### src/rtl/ball_motion.sv
// ball_motion - ball physics for the 8x8 pong matrix.
//   Serves the ball from the centre, moves it one diagonal step per divider
//   period, bounces it off the side walls, returns it on a paddle hit and
//   scores a point on a miss. All outputs are registered.
// Ports:
//   clk, rst            clock (rising edge), asynchronous active-high reset
//   start               serve request, honoured only in IDLE
//   player[1:0]         paddle hit flag from collision logic (01 top, 10 down)
//   pos_ball            ball position {x, y}
//   dir_x, dir_y        1 = coordinate increasing
//   score_top/down      saturating score counters
//   point[1:0]          one-cycle score pulse (01 top scored, 10 down scored)
//   state[1:0]          00 IDLE, 01 MOVE, 10 SCORED
module ball_motion #(
  parameter int WIDTH        = 8,
  parameter int BIT_OF_WIDTH = 3,
  parameter int TICK_DIV     = 25000,
  parameter int DIV_BITS     = 16,
  parameter int SCORE_BITS   = 4
) (
  input  logic                        clk,
  input  logic                        rst,
  input  logic                        start,
  input  logic [1:0]                  player,
  output logic [2*BIT_OF_WIDTH-1:0]   pos_ball,
  output logic                        dir_x,
  output logic                        dir_y,
  output logic [SCORE_BITS-1:0]       score_top,
  output logic [SCORE_BITS-1:0]       score_down,
  output logic [1:0]                  point,
  output logic [1:0]                  state
);

  typedef enum logic [1:0] {
    ST_IDLE   = 2'b00,
    ST_MOVE   = 2'b01,
    ST_SCORED = 2'b10
  } state_e;

  localparam logic [BIT_OF_WIDTH-1:0] C_ONE  = BIT_OF_WIDTH'(1);
  localparam logic [BIT_OF_WIDTH-1:0] C_LO   = BIT_OF_WIDTH'(1);
  localparam logic [BIT_OF_WIDTH-1:0] C_HI   = BIT_OF_WIDTH'(WIDTH - 2);
  localparam logic [BIT_OF_WIDTH-1:0] C_CTR  = BIT_OF_WIDTH'(WIDTH / 2 - 1);
  localparam logic [BIT_OF_WIDTH-1:0] C_TOP  = BIT_OF_WIDTH'(0);
  localparam logic [BIT_OF_WIDTH-1:0] C_BOT  = BIT_OF_WIDTH'(WIDTH - 1);
  localparam logic [DIV_BITS-1:0]     DIV_LAST  = DIV_BITS'(TICK_DIV - 1);
  localparam logic [SCORE_BITS-1:0]   SCORE_MAX = '1;

  state_e                  state_q, state_d;
  logic [DIV_BITS-1:0]     div_q, div_d;
  logic [BIT_OF_WIDTH-1:0] x_q, x_d, y_q, y_d;
  logic                    dx_q, dx_d, dy_q, dy_d;
  logic [SCORE_BITS-1:0]   top_q, top_d, down_q, down_d;
  logic [1:0]              point_q, point_d;
  logic                    step_en;

  // Only an exact 01 / 10 counts as a hit; 11 is treated as no hit.
  logic hit_top, hit_down;
  assign hit_top  = (player == 2'b01);
  assign hit_down = (player == 2'b10);

  assign step_en = (state_q != ST_IDLE) && (div_q == DIV_LAST);

  always_comb begin
    state_d = state_q;
    x_d     = x_q;
    y_d     = y_q;
    dx_d    = dx_q;
    dy_d    = dy_q;
    top_d   = top_q;
    down_d  = down_q;
    point_d = 2'b00;

    case (state_q)
      ST_IDLE: begin
        if (start) state_d = ST_MOVE;
      end
      ST_MOVE: begin
        if (step_en) begin
          // X: side walls bounce independently of Y, also on a missing step
          if (dx_q && x_q == C_HI) begin
            x_d  = x_q - C_ONE;
            dx_d = 1'b0;
          end else if (!dx_q && x_q == C_LO) begin
            x_d  = x_q + C_ONE;
            dx_d = 1'b1;
          end else if (dx_q) begin
            x_d = x_q + C_ONE;
          end else begin
            x_d = x_q - C_ONE;
          end

          if (!dy_q && y_q == C_LO) begin
            if (hit_top) begin
              y_d  = y_q + C_ONE;
              dy_d = 1'b1;
            end else begin
              // dir_y stays 0: the next serve heads towards the top row
              y_d     = C_TOP;
              point_d = 2'b10;
              state_d = ST_SCORED;
              if (down_q != SCORE_MAX) down_d = down_q + SCORE_BITS'(1);
            end
          end else if (dy_q && y_q == C_HI) begin
            if (hit_down) begin
              y_d  = y_q - C_ONE;
              dy_d = 1'b0;
            end else begin
              y_d     = C_BOT;
              point_d = 2'b01;
              state_d = ST_SCORED;
              if (top_q != SCORE_MAX) top_d = top_q + SCORE_BITS'(1);
            end
          end else if (dy_q) begin
            y_d = y_q + C_ONE;
          end else begin
            y_d = y_q - C_ONE;
          end
        end
      end
      ST_SCORED: begin
        if (step_en) begin
          state_d = ST_IDLE;
          x_d     = C_CTR;
          y_d     = C_CTR;
          dx_d    = 1'b1;
        end
      end
      default: state_d = ST_IDLE;
    endcase

    // Divider runs only while a ball is in play or a point is shown and
    // restarts on every state change.
    if (state_q == ST_IDLE || state_d != state_q || step_en) div_d = '0;
    else                                                      div_d = div_q + DIV_BITS'(1);
  end

  always_ff @(posedge clk or posedge rst) begin
    if (rst) begin
      state_q <= ST_IDLE;
      div_q   <= '0;
      x_q     <= C_CTR;
      y_q     <= C_CTR;
      dx_q    <= 1'b1;
      dy_q    <= 1'b1;
      top_q   <= '0;
      down_q  <= '0;
      point_q <= 2'b00;
    end else begin
      state_q <= state_d;
      div_q   <= div_d;
      x_q     <= x_d;
      y_q     <= y_d;
      dx_q    <= dx_d;
      dy_q    <= dy_d;
      top_q   <= top_d;
      down_q  <= down_d;
      point_q <= point_d;
    end
  end

  assign pos_ball   = {x_q, y_q};
  assign dir_x      = dx_q;
  assign dir_y      = dy_q;
  assign score_top  = top_q;
  assign score_down = down_q;
  assign point      = point_q;
  assign state      = state_q;

endmodule

### config.mk
export PLATFORM = sky130hd
export DESIGN_NAME = ball_motion
export DESIGN_NICKNAME = d
export VERILOG_FILES = /design/src/rtl/ball_motion.sv
export SDC_FILE = /design/constraint.sdc
export NUM_CORES = 1
export LEC_CHECK = 0
export CORE_MARGIN = 2
export CORE_UTILIZATION = 57
export CTS_CLUSTER_SIZE = 20
export DETAILED_ROUTE_END_ITERATION = 10
export DONT_BUFFER_PORTS = 1
export PLACE_DENSITY = 0.75
export SLEW_MARGIN = 20
export SYNTH_ARGS = -nofsm -noshare
export SYNTH_HDL_FRONTEND = slang
export SYNTH_SLANG_ARGS = --single-unit
### constraint.sdc
create_clock -name clk -period 2.1 [get_ports clk]
set_input_delay 0.42 -clock clk [delete_from_list [all_inputs] [get_ports clk]]
set_output_delay 0.42 -clock clk [all_outputs]
set_load 0.01 [all_outputs]
==> impl_metrics.json <==
{
  "power_frac_comb_pct": 16.8,
  "vias_per_cell": 5.97,
  "nets": 265,
  "r2r_start": "div_q[9]",
  "drive_gt1_share_pct": 24.8,
  "worst-slew-pin-transition_ns": 0.453,
  "cts.sinks": 36,
  "core_area_um2": 3660,
  "rrSetupSlack_ns": -0.17,
  "rows": 22,
  "numCtsBuffers": 5,
  "cp-end-kind": "flip-flop",
  "place_inst": 286,
  "final_util_pct": 70.5,
  "synth.avg_cell_area_um2": 9.64,
  "status": "finished, violations left",
  "internal-power_mw": 1.24,
  "die_h_um": 65.6,
  "ant_nets": 0,
  "synthesis.nets": 240,
  "synth_top_area_share_pct": 34.8,
  "cts_tree": "yes",
  "place_area_um2": 2370,
  "ff2ff_path_depth": 5,
  "synthesis.area_um2": 2160,
  "required_ns": 2.28,
  "die_x_um": 65.6,
  "worstSkewPairLatency_ns": 0.29,
  "fin_crit_sh_pct": 108,
  "initialDrtViolationCount": 110,
  "grt_usage_pct": 23.7,
  "synth-seq-cells": 36,
  "antenna_cells": 0,
  "wirelength_um": 4640,
  "yosys.cell_types.count": 51,
  "fmax_ghz": 0.441,
  "htree_levels": 2,
  "cts.clk_slew.worst_paths_ns": 0.08,
  "pwr-share-seq_pct": 47.5,
  "cp-start-kind": "flip-flop",
  "vias": 1780,
  "syn_to_final_growth_pct": 19.6,
  "synth_top_cell_by_area": "dfrtp_1",
  "fin_skew_ns": 0.0117,
  "die_area_um2": 4300,
  "pwr_density_cell_nw_per_um2": 662,
  "netlist_instances": 224,
  "post-route-drc-count": 0,
  "antenna_found_initial": 0,
  "crit_path_start": "div_q[9]",
  "fin_ws_ns": -0.165,
  "crit_top_cell": "or4_4",
  "violations": "negative setup slack",
  "hold_viol_final": 0,
  "synthArstFlopShare_pct": 100,
  "critPathSlowestCell": "or4_4",
  "worstReg2RegEnd": "score_top[2]",
  "total_power_mw": 1.71,
  "fin_crit_ns": 2.27,
  "ys_warn_count": 0,
  "grt_max_degree": 37,
  "p_leak_nw": 1.11,
  "drv_cap": 0,
  "cts-root-buf": "clkbuf_8",
  "io_pins": 25,
  "cpPeakStageDelay_ns": 0.60,
  "p_switching_mw": 0.467,
  "rsz0062_at_grt": "true",
  "hp-class": "input pin to async pin",
  "critPathMaxFanout": 8,
  "power.switching_fraction_pct": 27.3,
  "setup_violations": 8,
  "hpwl_um": 3260,
  "ir_worst_vdd_mv": 0.499,
  "stdcell_area_um2": 2580,
  "pre_cts_ws_ns": -0.104,
  "grt_pass1_vias": 1721,
  "path_class": "flip-flop to flip-flop",
  "yosys-top-cells-area": "dfrtp_1 35%, dfstp_2 7.3%, ha_1 6.4%, xor2_1 4.1%, nor2_1 4.0%",
  "worstPathCellList": "or4_4 -> or4_4 -> buf_12 -> nor4_4 -> mux2_4",
  "port_buffers": 0,
  "drt_first_pass_iters": 4,
  "ctsHoldBuffers": 0,
  "drt-wirelength-per-cell_um": 15.6,
  "cp.arrival_ns": 2.45,
  "synthFlopType": "dfrtp_1",
  "start_util_pct": 59.0,
  "cts.path.max_buffers": 2,
  "clockPowerShare_pct": 35.7,
  "synth_edf_count": 0,
  "slew_violations": 0,
  "relSlewSlack_pct": 69.7,
  "grt_pass1_wl_um": 7820,
  "crit_path_end": "score_top[2]",
  "place.gp.congestion": 0.810,
  "grt-ovfl-total": 0,
  "seq_area_frac_synth_pct": 42.1,
  "final_cells": 298
}
## cell usage after synthesis (all sizes together), types with 2 or more instances
library cell and count:
nor4 7, o211ai 2, a21o 2, mux2 4, and2 3, o21ai 9, buf 4, clkbuf 4
dfstp 6, a21boi 4, nor2b 2, a21oi 7, a31oi 2, or3 2, nor2 23, nand4 4
nand3b 2, nand2 14, or2 2, nor3 5, nand3 15, a211oi 2, ha 11, nand2b 6
xnor2 6, and4 2, inv 9, dfrtp 30, o31ai 4, and3 3, xor2 10, or4 5
nor3b 3
## layout by cell type, fill, tap and decap left out, drive strengths merged, types with 6 or more instances in the layout
cell and count:
buf 26, nor4 7, nor2 23, inv 9, a21oi 7, xnor2 6, o21ai 9, nand3 15
dfrtp 30, dfstp 6, nand2b 6, xor2 10, ha 11, nand2 14
## state kept, by name (all words and copies together), names as in the netlist
name and count:
x_q 3, score_down 4, y_q 3, dir_x 1, score_top 4, point 2, div_q 16, dir_y 1
state 2
## cell type report
type / instances / area (um^2)
clock buffer: 5 / 68.8
timing repair buffer: 26 / 220
tap: 48 / 60.1
inverter: 9 / 33.8
multi-input combinational: 171 / 1250
fill: 274 / 1080
sequential: 36 / 908
clock inverter: 3 / 42.5
## worst min path at each step
stage	cells past startpoint	to	from	slack, ns
floorplan	1	div_q[0]	div_q[0]	0.43
finish	2	score_down[1]	rst	0.11
detailed placement	2	score_down[1]	rst	0.45
CTS	2	score_down[1]	rst	0.13
global placement	2	score_down[1]	rst	0.44
global route	2	score_down[0]	rst	0.15
## kinds of logic (layout without fill, tap and decap cells)
family / after synthesis / in the layout / synth area share [%]
AND/OR/NAND/NOR: 100 / 100 / 26.8
AO/OA/AOI/OAI: 40 / 40 / 12.3
flip-flops: 36 / 36 / 42.1
buffers and inverters: 17 / 43 / 3.88
XOR/XNOR: 16 / 16 / 6.49
adder cells (fa/ha/maj): 11 / 11 / 6.37
multiplexers: 4 / 4 / 2.09
## metrics by stage
stage                     hold WS (ns)  TNS (ns)
final                            0.109    -0.898
after detailed placement         0.449    -0.690
after global routing             0.152     -1.50
after global placement           0.437    -0.390
after CTS                        0.134    -0.779
after floorplan                  0.431    -0.325
## power groups by stage
| stage | clock network [mW] | logic, mW | registers (mW) |
|---|---|---|---|
| 3_3_place_gp | 0 | 0.271 | 0.819 |
| 2_1_floorplan | 0 | 0.164 | 0.831 |
| 5_1_grt | 0.655 | 0.323 | 0.819 |
| 6_report | 0.611 | 0.287 | 0.813 |
| 3_5_place_dp | 0 | 0.282 | 0.820 |
| 4_1_cts | 0.623 | 0.282 | 0.810 |
## critical path, delay by kind of cell (launching register included)
kind / cells / cell delay [ns]
buf+inv: 1 / 0.17
flops: 1 / 0.38
mux: 1 / 0.32
simple gates: 3 / 1.29
## metal layers
metal | vias to the layer above | track usage [%] | wire [um]
li1 | 854 | - | -
met1 | 878 | 29.3 | 1990
met2 | 39 | 40.2 | 2380
met3 | 9 | 7.19 | 205
met5 | - | 0 | 0
met4 | 0 | 6.51 | 64
## what timing repair did
item                                    in CTS  in global routing
resized for setup                            2                 13
endpoints found under the setup margin      13                 19
pin swaps                                    0                  4
setup buffers                                0                  4
(Power assumes the default switching activity.)
